$ cat config.mk
export PLATFORM = sky130hd
export DESIGN_NAME = seq_detector_param
export DESIGN_NICKNAME = d
export VERILOG_FILES = /design/src/rtl/seq_detector_param.sv
export SDC_FILE = /design/constraint.sdc
export NUM_CORES = 1
export LEC_CHECK = 0
export ABC_AREA = 1
export ABC_CLOCK_PERIOD_IN_PS = 3100
export BUFFER_PORTS_ARGS = -buffer_cell sky130_fd_sc_hd__buf_4
export CORE_ASPECT_RATIO = 0.75
export CORE_UTILIZATION = 30
export DETAILED_ROUTE_END_ITERATION = 10
export GPL_TIMING_DRIVEN = 0
export HOLD_SLACK_MARGIN = 0.02
export SKIP_CTS_REPAIR_TIMING = 1
export SLEW_MARGIN = 20
export SYNTH_ARGS = -nofsm -noshare
export SYNTH_HDL_FRONTEND = slang
export SYNTH_SLANG_ARGS = --single-unit
$ cat constraint.sdc
create_clock -name clk -period 3.1 [get_ports clk]
set_clock_uncertainty 0.1 [all_clocks]
set_input_delay 0.31 -clock clk [delete_from_list [all_inputs] [get_ports clk]]
set_output_delay 0.31 -clock clk [all_outputs]
set_load 0.005 [all_outputs]
$ cat src/rtl/seq_detector_param.sv
// Parametrised serial pattern detector: programmable pattern/length, overlap or
// non-overlap matching, input-valid qualifier and a saturating match counter.
module seq_detector_param #(
    parameter int MAX_LEN = 8,
    parameter int CNT_W   = 8,
    localparam int LEN_W  = $clog2(MAX_LEN + 1)
) (
    input  logic               clk,
    input  logic               rst,
    input  logic               load_cfg,
    input  logic [MAX_LEN-1:0] pattern_in,
    input  logic [LEN_W-1:0]   len_in,
    input  logic               overlap_en,
    input  logic               clr_count,
    input  logic               i_valid,
    input  logic               i,
    output logic               o,
    output logic [CNT_W-1:0]   match_count,
    output logic               cfg_err
);

    localparam logic [LEN_W-1:0]   MAX_LEN_L   = LEN_W'(MAX_LEN);
    localparam logic [CNT_W-1:0]   CNT_MAX     = '1;
    localparam logic [MAX_LEN-1:0] RST_PATTERN = MAX_LEN'(4'b1101);
    localparam logic [LEN_W-1:0]   RST_LEN     = LEN_W'(4);

    logic [MAX_LEN-1:0] history_reg, history_next;
    logic [LEN_W-1:0]   fill_reg, fill_next;
    logic [MAX_LEN-1:0] pattern_reg, pattern_next;
    logic [LEN_W-1:0]   len_reg, len_next;
    logic               overlap_reg, overlap_next;
    logic               cfg_err_reg, cfg_err_next;
    logic               o_reg, o_next;
    logic [CNT_W-1:0]   count_reg, count_next;

    logic [MAX_LEN-1:0] len_mask;
    logic [MAX_LEN-1:0] hist_shift;
    logic [LEN_W-1:0]   fill_inc;
    logic               hit;

    // Only the low len bits of history/pattern take part in the compare.
    generate
        for (genvar gi = 0; gi < MAX_LEN; gi++) begin : g_mask
            assign len_mask[gi] = (LEN_W'(gi) < len_reg);
        end
    endgenerate

    assign hist_shift = {history_reg[MAX_LEN-2:0], i};
    assign fill_inc   = (fill_reg == MAX_LEN_L) ? fill_reg : fill_reg + LEN_W'(1);
    assign hit        = i_valid && !load_cfg && !cfg_err_reg
                        && (fill_inc >= len_reg)
                        && (((hist_shift ^ pattern_reg) & len_mask) == '0);

    always_comb begin
        history_next = history_reg;
        fill_next    = fill_reg;
        pattern_next = pattern_reg;
        len_next     = len_reg;
        overlap_next = overlap_reg;
        cfg_err_next = cfg_err_reg;
        o_next       = 1'b0;
        count_next   = count_reg;

        if (load_cfg) begin
            pattern_next = pattern_in;
            len_next     = len_in;
            overlap_next = overlap_en;
            cfg_err_next = (len_in == '0) || (len_in > MAX_LEN_L);
            history_next = '0;
            fill_next    = '0;
        end else if (i_valid) begin
            history_next = hist_shift;
            fill_next    = fill_inc;
            o_next       = hit;
            // Non-overlap: the next match must be built from fresh bits only.
            if (hit && !overlap_reg) begin
                fill_next = '0;
            end
        end

        if (clr_count) begin
            count_next = '0;
        end else if (hit && (count_reg != CNT_MAX)) begin
            count_next = count_reg + CNT_W'(1);
        end
    end

    always_ff @(posedge clk or posedge rst) begin
        if (rst) begin
            history_reg <= '0;
            fill_reg    <= '0;
            pattern_reg <= RST_PATTERN;
            len_reg     <= RST_LEN;
            overlap_reg <= 1'b1;
            cfg_err_reg <= 1'b0;
            o_reg       <= 1'b0;
            count_reg   <= '0;
        end else begin
            history_reg <= history_next;
            fill_reg    <= fill_next;
            pattern_reg <= pattern_next;
            len_reg     <= len_next;
            overlap_reg <= overlap_next;
            cfg_err_reg <= cfg_err_next;
            o_reg       <= o_next;
            count_reg   <= count_next;
        end
    end

    assign o           = o_reg;
    assign match_count = count_reg;
    assign cfg_err     = cfg_err_reg;

endmodule

== Yosys cells after proc, flatten, opt, wreduce, memory -nomap -nowiden ==
Index checks and enable logic that the tools add are counted.
Storage, ports and cells
  register bits after elaboration: 34
  bits of input ports: 19
  output and inout bits: 10
  logic and storage cells: 48
Cells by class
  add/sub/neg operators: 2
  $lt $le $gt $ge: 10
  equal/unequal tests: 2
  muxes and demuxes: 10
  bitwise gates (word level): 2
  reduce and logical (&&, ||, !) cells: 14
Operator list (count)
  $lt A3 B4 Y1 const A: 4
  $mux W4: 4
  $mux W8: 2
  $mux W7: 2
  $add A8 B1 Y8 const B: 1
  $and A8 B8 Y8: 1
  $logic_not A8 Y1: 1
  $lt A1 B4 Y1 const A: 2
  $lt A2 B4 Y1 const A: 2
  $ne A8 B8 Y1 const B: 1
  $xor A8 B8 Y8: 1
  $logic_and A1 B1 Y1: 6
  $add A4 B1 Y4 const B: 1
  $eq A4 B4 Y1 const B: 1
  $ge A4 B4 Y1: 1
  $gt A4 B4 Y1 const B: 1
  $logic_not A4 Y1: 1
  $reduce_bool A2 Y1: 2
  $logic_not A1 Y1: 3
  $mux W1: 2
  $logic_or A1 B1 Y1: 1

== Longest topological paths before layout ==
Gate-level depths: netlist (run 1).
  depth after elaboration: 9
  mapped depth: 17
  gate-level depth less buffers: 17

== Least setup slack after synthesis (run 1) ==
OpenSTA, ideal clock, no wires.
  kind: register -> register
  from: register fill_reg[0]
  to: register fill_reg[0]
  setup time: 0.117 ns
  data arrival time: 1.915 ns
  data required time: 2.883 ns
  setup slack: 0.969 ns
  cell stages (with the launch flop): 18
  buffers on the path: 0
  clock period less this slack: 2.131 ns
  cells stage by stage: dfrtp_1 -> inv_1 -> ha_1 -> nand2_1 -> nor2_1 -> xor2_1 -> ha_1 -> inv_1 -> nand2_1 -> nand2_1 -> nand2_1 -> nand2_1 -> nand2_1 -> nand3_1 -> nor2_8 -> nand2_4 -> nand2_1 -> nand2_1
Between the ends
  longest elaborated chain between the ends: 9
  elaborated cells on any way between the ends: 10
  those cells by class: 1 x add/sub; 1 x order compare; 1 x eq/ne; 4 x mux; 3 x reduce/logical
Ends and longest elaborated chain
  from (decl): RTL line 28  | logic [LEN_W-1:0] fill_reg, fill_next;
  from (signal assigned): RTL line 100  | fill_reg <= fill_next;
  $add A4 B1 Y4 / $eq A4 B4 Y1 (equally long branches): RTL line 49  | assign fill_inc = (fill_reg == MAX_LEN_L) ? fill_reg : fill_reg + LEN_W'(1);
  $mux W4 (*): RTL line 49
  $ge A4 B4 Y1: RTL line 51  | && (fill_inc >= len_reg)
  $logic_and A1 B1 Y1: RTL line 51
  $logic_and A1 B1 Y1: RTL line 52  | && (((hist_shift ^ pattern_reg) & len_mask) == '0);
  $logic_and A1 B1 Y1: RTL line 76  | if (hit && !overlap_reg) begin
  $mux W4 (*): RTL line 76
  $mux W4 (*): RTL line 71  | end else if (i_valid) begin
  $mux W4 (*): RTL line 64  | if (load_cfg) begin
Every way passes the cells marked *; elsewhere a longest branch is shown, timed or not. The select of a mux whose other input is x is not followed.
A chain may end at the register's enable or synchronous reset.

== Worst setup path in the final report (run 1) ==
Ends and elaborated chain as after synthesis.

==> results.yml, run 1 <==
run_status:
  status: "completed"
logic_synthesis:
  synthesis_stage_register_bit_count: 34
  synth_top_cells_by_area: "dfrtp_1, nand2_1, inv_1"
  syn-num-nets: 274
  yosysSeqAreaShare_pct: 44.9
  netlist_area_mm2: 0.00191
  yosysTopAreaCell: "dfrtp_1"
  synth.distinct_cells: 23
  synth_largest_type_area_fraction_pct: 38.0
  synth.avg_cell_area_um2: 7.70
  synth_warnings: 0
  syn-instance-count: 248
critical_path:
  critPathCaptureType: "register"
  cp_cell_sequence: "inv_1, ha_1, nand2_1, nor2_1, xor2_1, ha_1, inv_1, nand2_1, nand2_1, nand2_1, nand2_1, nand2_1, nand3_1, nor2_8, nand2_4, nand2_1, nand2_1"
  worst-endpoint-required_ns: 3.17
  cell_type_with_the_highest_occurrence_count_on_the_critical_path: "nand2_1"
  kind_of_launch_point_of_the_worst_setup_path: "register"
  worst-endpoint-arrival_ns: 2.42
  critical-path-slowest-cell: "dfrtp_1"
  crit_path_max_fanout: 10
  slowest_delay_ns: 0.43
  criticalPathCategory: "register to register"
layout:
  layout.nets: 309
  synthToLayoutAreaGrowth_pct: 20.9
  final_cell_count_no_fill: 362
  antennaDiodeCount: 0
  fillerInstances: 632
  share_of_post_route_cells_with_drive_strength_above_1_pct: 18.7
detailed_routing:
  m1WireLength_um: 2280
  met2_wirelength_um: 1620
  drt_pass1_iterations: 4
  vias_per_cell: 4.44
  routed_wl_um: 4210
  routedWlPerCell_um: 11.6
  ant_nets: 0
  drt_first_iter_violations: 84
  vias: 1608
  route.detailed.drc: 0
  top_layer: "met4"
  dr_wl_met3_um: 275
sta:
  grt_setup_unrepaired: "no"
  final-setup-viol-count: 0
  max_freq_mhz: 425
  min_period_over_period_pct: 75.9
  tns_ns: 0
  final_worst_hold_slack_ns: 0.0600
  slew_headroom_pct: 50.7
  slew_violations: 0
  worst_slew_pin_slew_ns: 0.738
  timing.final.crit_period_ns: 2.35
  final_hold_viol_count: 0
global_route:
  grt_first_pass_wirelength_um: 7290
  globalRouteTotalUtil_pct: 14.3
  global_route.overflow_total: 0
  grt_start_max_net_pins: 35
  first_global_vias: 1489
  antenna_found_initial: 0
clocking:
  numCtsBuffers: 5
  cts_htree_levels: 2
  clk-insertion-delay-late_ns: 0.28
  cts_root_buffer: "clkbuf_8"
  path_clk_slew_ns: 0.07
  cts_tree: "yes"
  clock_tree.buffer_depth: 2
  numClockSinks: 34
die:
  die_height_um: 71.1
  row_count: 24
  floorplan.die.width_um: 94.2
  top_level_ports: 29
  floorplan.die_area_mm2: 0.00670
  initial_core_util_pct: 32.0
  fp.coreArea_mm2: 0.00598
worst_hold_path:
  hp-class: "input pin to asynchronous set/reset pin"
placement:
  gp_routability_congestion: 0.827
  dp.cells: 354
  detailedPlacementHpwl_um: 3100
  port_buffers: 28
power_and_ir_drop:
  cellPowerDensity_mw_per_mm2: 420
  static-leakage-power_nw: 1.25
  vdd.ir_drop.worst_mv: 0.175
job:
  cap_violations: 0
==> layout make-up <==
| type | count | area [um^2] | area share [%] |
|---|---|---|---|
| plain buffers | 4 | 16.3 | 0.704 |
| clock buffers | 7 | 86.3 | 3.74 |
| clock inverters | 1 | 5.00 | 0.217 |
| inverters | 41 | 154 | 6.66 |
| multi-input cells | 169 | 883 | 38.2 |
| flip-flops and latches | 34 | 857 | 37.1 |
| well taps | 78 | 97.6 | 4.23 |
| repair buffers | 28 | 210 | 9.10 |
==> critical path, delay by kind of cell (launching register included) <==
family,cells,cell delay (ns)
fa+ha+maj,2,0.47
buf+inv,2,0.09
xor+xnor,1,0.15
flops,1,0.43
simple gates,12,0.98
==> cell families after synthesis <==
kind of cell	Yosys count	share of synthesized area, %
XOR/XNOR	9	4.13
flip-flops	34	44.9
adder cells (fa/ha/maj)	7	4.58
AND/OR/NAND/NOR	130	31.0
AO/OA/AOI/OAI	23	6.48
buffers and inverters	45	8.91
==> cell usage after synthesis, drive strengths merged <==
master	count
a21oi	2
buf	1
clkbuf	3
dfrtp	29
dfstp	5
ha	7
inv	41
nand2	83
nand3	20
nand4	10
nor2	15
nor3	2
o21ai	14
o22ai	7
xnor2	4
xor2	5
==> power by group <==
part           internal [mW]  total (mW)  switching, mW
sequential             0.469       0.486         0.0175
clock                  0.179       0.342          0.162
combinational         0.0542       0.142         0.0873
==> stage by stage <==
step                      total power [mW]  utilization, %  cell area (um^2)  setup WS, ns
after global routing                  1.03            38.7              2310         0.513
after global placement               0.634            37.1              2220         0.765
after CTS                            0.978            38.7              2310         0.729
final                                0.969            38.7              2310         0.747
after floorplan                      0.586               -              1910         0.969
after detailed placement             0.638            37.1              2220         0.749
==> layout by cell type (no fill, tap or decap), types with 6 or more instances in the layout <==
cell type	instances
o22ai_1	7
o21ai_0	14
inv_1	39
nand4_1	9
dfrtp_1	29
nand3_1	20
ha_1	7
nor2_1	11
nand2_1	78
buf_4	28
clkbuf_8	6
==> final timing paths <==
kind / startpoint / to / slack [ns] / cells past startpoint
max: fill_reg[0] / fill_reg[0] / 0.75 / 17
min: rst / match_count[7] / 0.06 / 2
max reg2reg: fill_reg[0] / fill_reg[0] / 0.75 / 17
min reg2reg: pattern_reg[3] / pattern_reg[3] / 0.37 / 2
max in group asynchronous: rst / fill_reg[1] / 2.36 / 2
min in group clk: pattern_in[3] / pattern_reg[3] / 0.12 / 3
==> metal layers <==
| layer | track usage [%] | up-vias |
|---|---|---|
| li1 | - | 856 |
| met1 | 22.0 | 708 |
| met2 | 18.9 | 40 |
| met3 | 4.09 | 4 |
| met4 | 4.10 | 0 |
| met5 | 0 | - |
Power figures use the tool's default switching activity.
==> inputs of run 2 (changes only) <==
- ABC_CLOCK_PERIOD_IN_PS: 3100 -> 2200
- clock period: 3.1 -> 2.2 ns (I/O delays scaled with it)
==> results.yml, run 2 (synthesis results as in run 1) <==
power_and_ir_drop:
  clock_power_share_pct: 34.5
  switching_share_pct: 28.4
  static-leakage-power_nw: 1.29
  power_frac_seq_pct: 48.7
  power.switching_mw: 0.399
  vdd.ir_drop.worst_mv: 0.247
  cellPowerDensity_mw_per_mm2: 577
  internal_power_mw: 1.00
  power.share.combinational_pct: 16.7
die:
  die_height_um: 71.1
  top_level_ports: 29
  floorplan.die_area_mm2: 0.00670
  initial_core_util_pct: 32.0
  fp.coreArea_mm2: 0.00598
  row_count: 24
  floorplan.die.width_um: 94.2
job:
  cap_violations: 0
clocking:
  numClockSinks: 34
  cts_htree_levels: 2
  cts_root_buffer: "clkbuf_8"
  path_clk_slew_ns: 0.08
  numCtsBuffers: 5
  cts_tree: "yes"
  clock_tree.buffer_depth: 2
  clk-insertion-delay-late_ns: 0.29
layout:
  share_of_post_route_cells_with_drive_strength_above_1_pct: 25.9
  layout.area.seq_um2: 857
  final_common_cell: "nand2_1"
  layout.nets: 315
  final_cell_count_no_fill: 368
  synthToLayoutAreaGrowth_pct: 27.4
  fillerInstances: 621
  final_util_pct: 40.7
  multi_input_area_um2: 970
  antennaDiodeCount: 0
  layout.cells.most_common_list: "nand2_1, inv_1, buf_4"
sta:
  slew_headroom_pct: 51.5
  timing.final.crit_period_ns: 2.26
  setup_ws_ns: -0.0568
  tns_ns: -0.381
  grt_setup_unrepaired: "yes"
  final-setup-viol-count: 11
  slew_violations: 0
  final_hold_viol_count: 29
  max_freq_mhz: 443
  worst_slew_pin_slew_ns: 0.727
  min_period_over_period_pct: 103
  final_worst_hold_slack_ns: -0.0398
global_route:
  grt_start_max_net_pins: 35
  global_route.overflow_total: 0
  antenna_found_initial: 0
  first_global_vias: 1489
  globalRouteTotalUtil_pct: 14.3
  grt_first_pass_wirelength_um: 7290
placement:
  port_buffers: 28
  pre_cts_ws_ns: -0.151
  dp.cells: 354
  detailedPlacementHpwl_um: 3100
  gp_routability_congestion: 0.827
critical_path:
  crit_path_max_fanout: 8
  kind_of_launch_point_of_the_worst_setup_path: "register"
  rrSetupSlack_ns: -0.06
  worst-endpoint-arrival_ns: 2.33
  critPathCaptureType: "register"
  worst-endpoint-required_ns: 2.28
  criticalPathCategory: "register to register"
detailed_routing:
  route.detailed.drc: 0
  vias_per_cell: 4.48
  vias: 1649
  drt_pass1_iterations: 4
  routedWlPerCell_um: 11.9
  ant_nets: 0
  routed_wl_um: 4360
  drt_first_iter_violations: 71
run_status:
  violations: "negative hold slack, negative setup slack"
  status: "finished with violations"
worst_hold_path:
  hp-class: "input pin to asynchronous set/reset pin"
## run 2: changes by cell type in the layout (fill, tap and decap cells not counted), moves of 5 or more
cell / previous run / this run
buf_4: 28 / 33
nand2_1: 78 / 72
nand2_2: 4 / 10
nand3_1: 20 / 13
nand3_2: 0 / 6
## run 2: worst max-delay path, stage by stage (launching register included)
cell     delay [ns]
dfrtp_1        0.39
inv_1          0.06
ha_2           0.17
nand2_2        0.08
nor2_2         0.04
xor2_1         0.17
ha_1           0.28
inv_1          0.03
nand2_1        0.04
nand2_1        0.05
nand2_1        0.07
nand2_2        0.07
a21oi_2        0.19
nand4_4        0.22
nand3_1        0.13
nand2_1        0.06
## run 2: layout make-up
type                            count  area share (%)
Tap cell                           78            4.01
Buffer                              4           0.668
Multi-Input combinational cell    170            39.8
Clock inverter                      1           0.206
Timing Repair Buffer               33            10.2
Inverter                           41            6.32
Sequential cell                    34            35.2
Clock buffer                        7            3.55
## run 2: path summary, 6_finish.rpt
path                                 from        endpoint  cells after the start
max                           fill_reg[0]  match_count[3]                     15
min in group clk            pattern_in[3]  pattern_reg[3]                      3
min reg2reg                pattern_reg[3]  pattern_reg[3]                      2
min                                   rst  match_count[7]                      2
max in group asynchronous             rst     fill_reg[0]                      2
max reg2reg                   fill_reg[0]  match_count[3]                     15
## run 2: stage by stage
stage | instance area (um^2) | total power [mW]
5_1_grt | 2430 | 1.48
4_1_cts | 2310 | 1.38
3_5_place_dp | 2220 | 0.899
6_report | 2430 | 1.40
2_1_floorplan | 1910 | 0.825
3_3_place_gp | 2220 | 0.893
## run 2: power by group through the flow
stage	combinational, mW	clock [mW]	sequential, mW
after floorplan	0.135	0	0.690
after CTS	0.203	0.490	0.685
final	0.235	0.485	0.684
after global placement	0.198	0	0.695
after detailed placement	0.203	0	0.696
after global routing	0.265	0.525	0.688
## run 2: metal layers
| layer | up-vias | GRT usage [%] | routed length [um] |
|---|---|---|---|
| li1 | 867 | - | - |
| met4 | 0 | 4.10 | 29 |
| met2 | 36 | 18.9 | 1740 |
| met1 | 742 | 22.0 | 2370 |
| met5 | - | 0 | 0 |
| met3 | 4 | 4.09 | 220 |
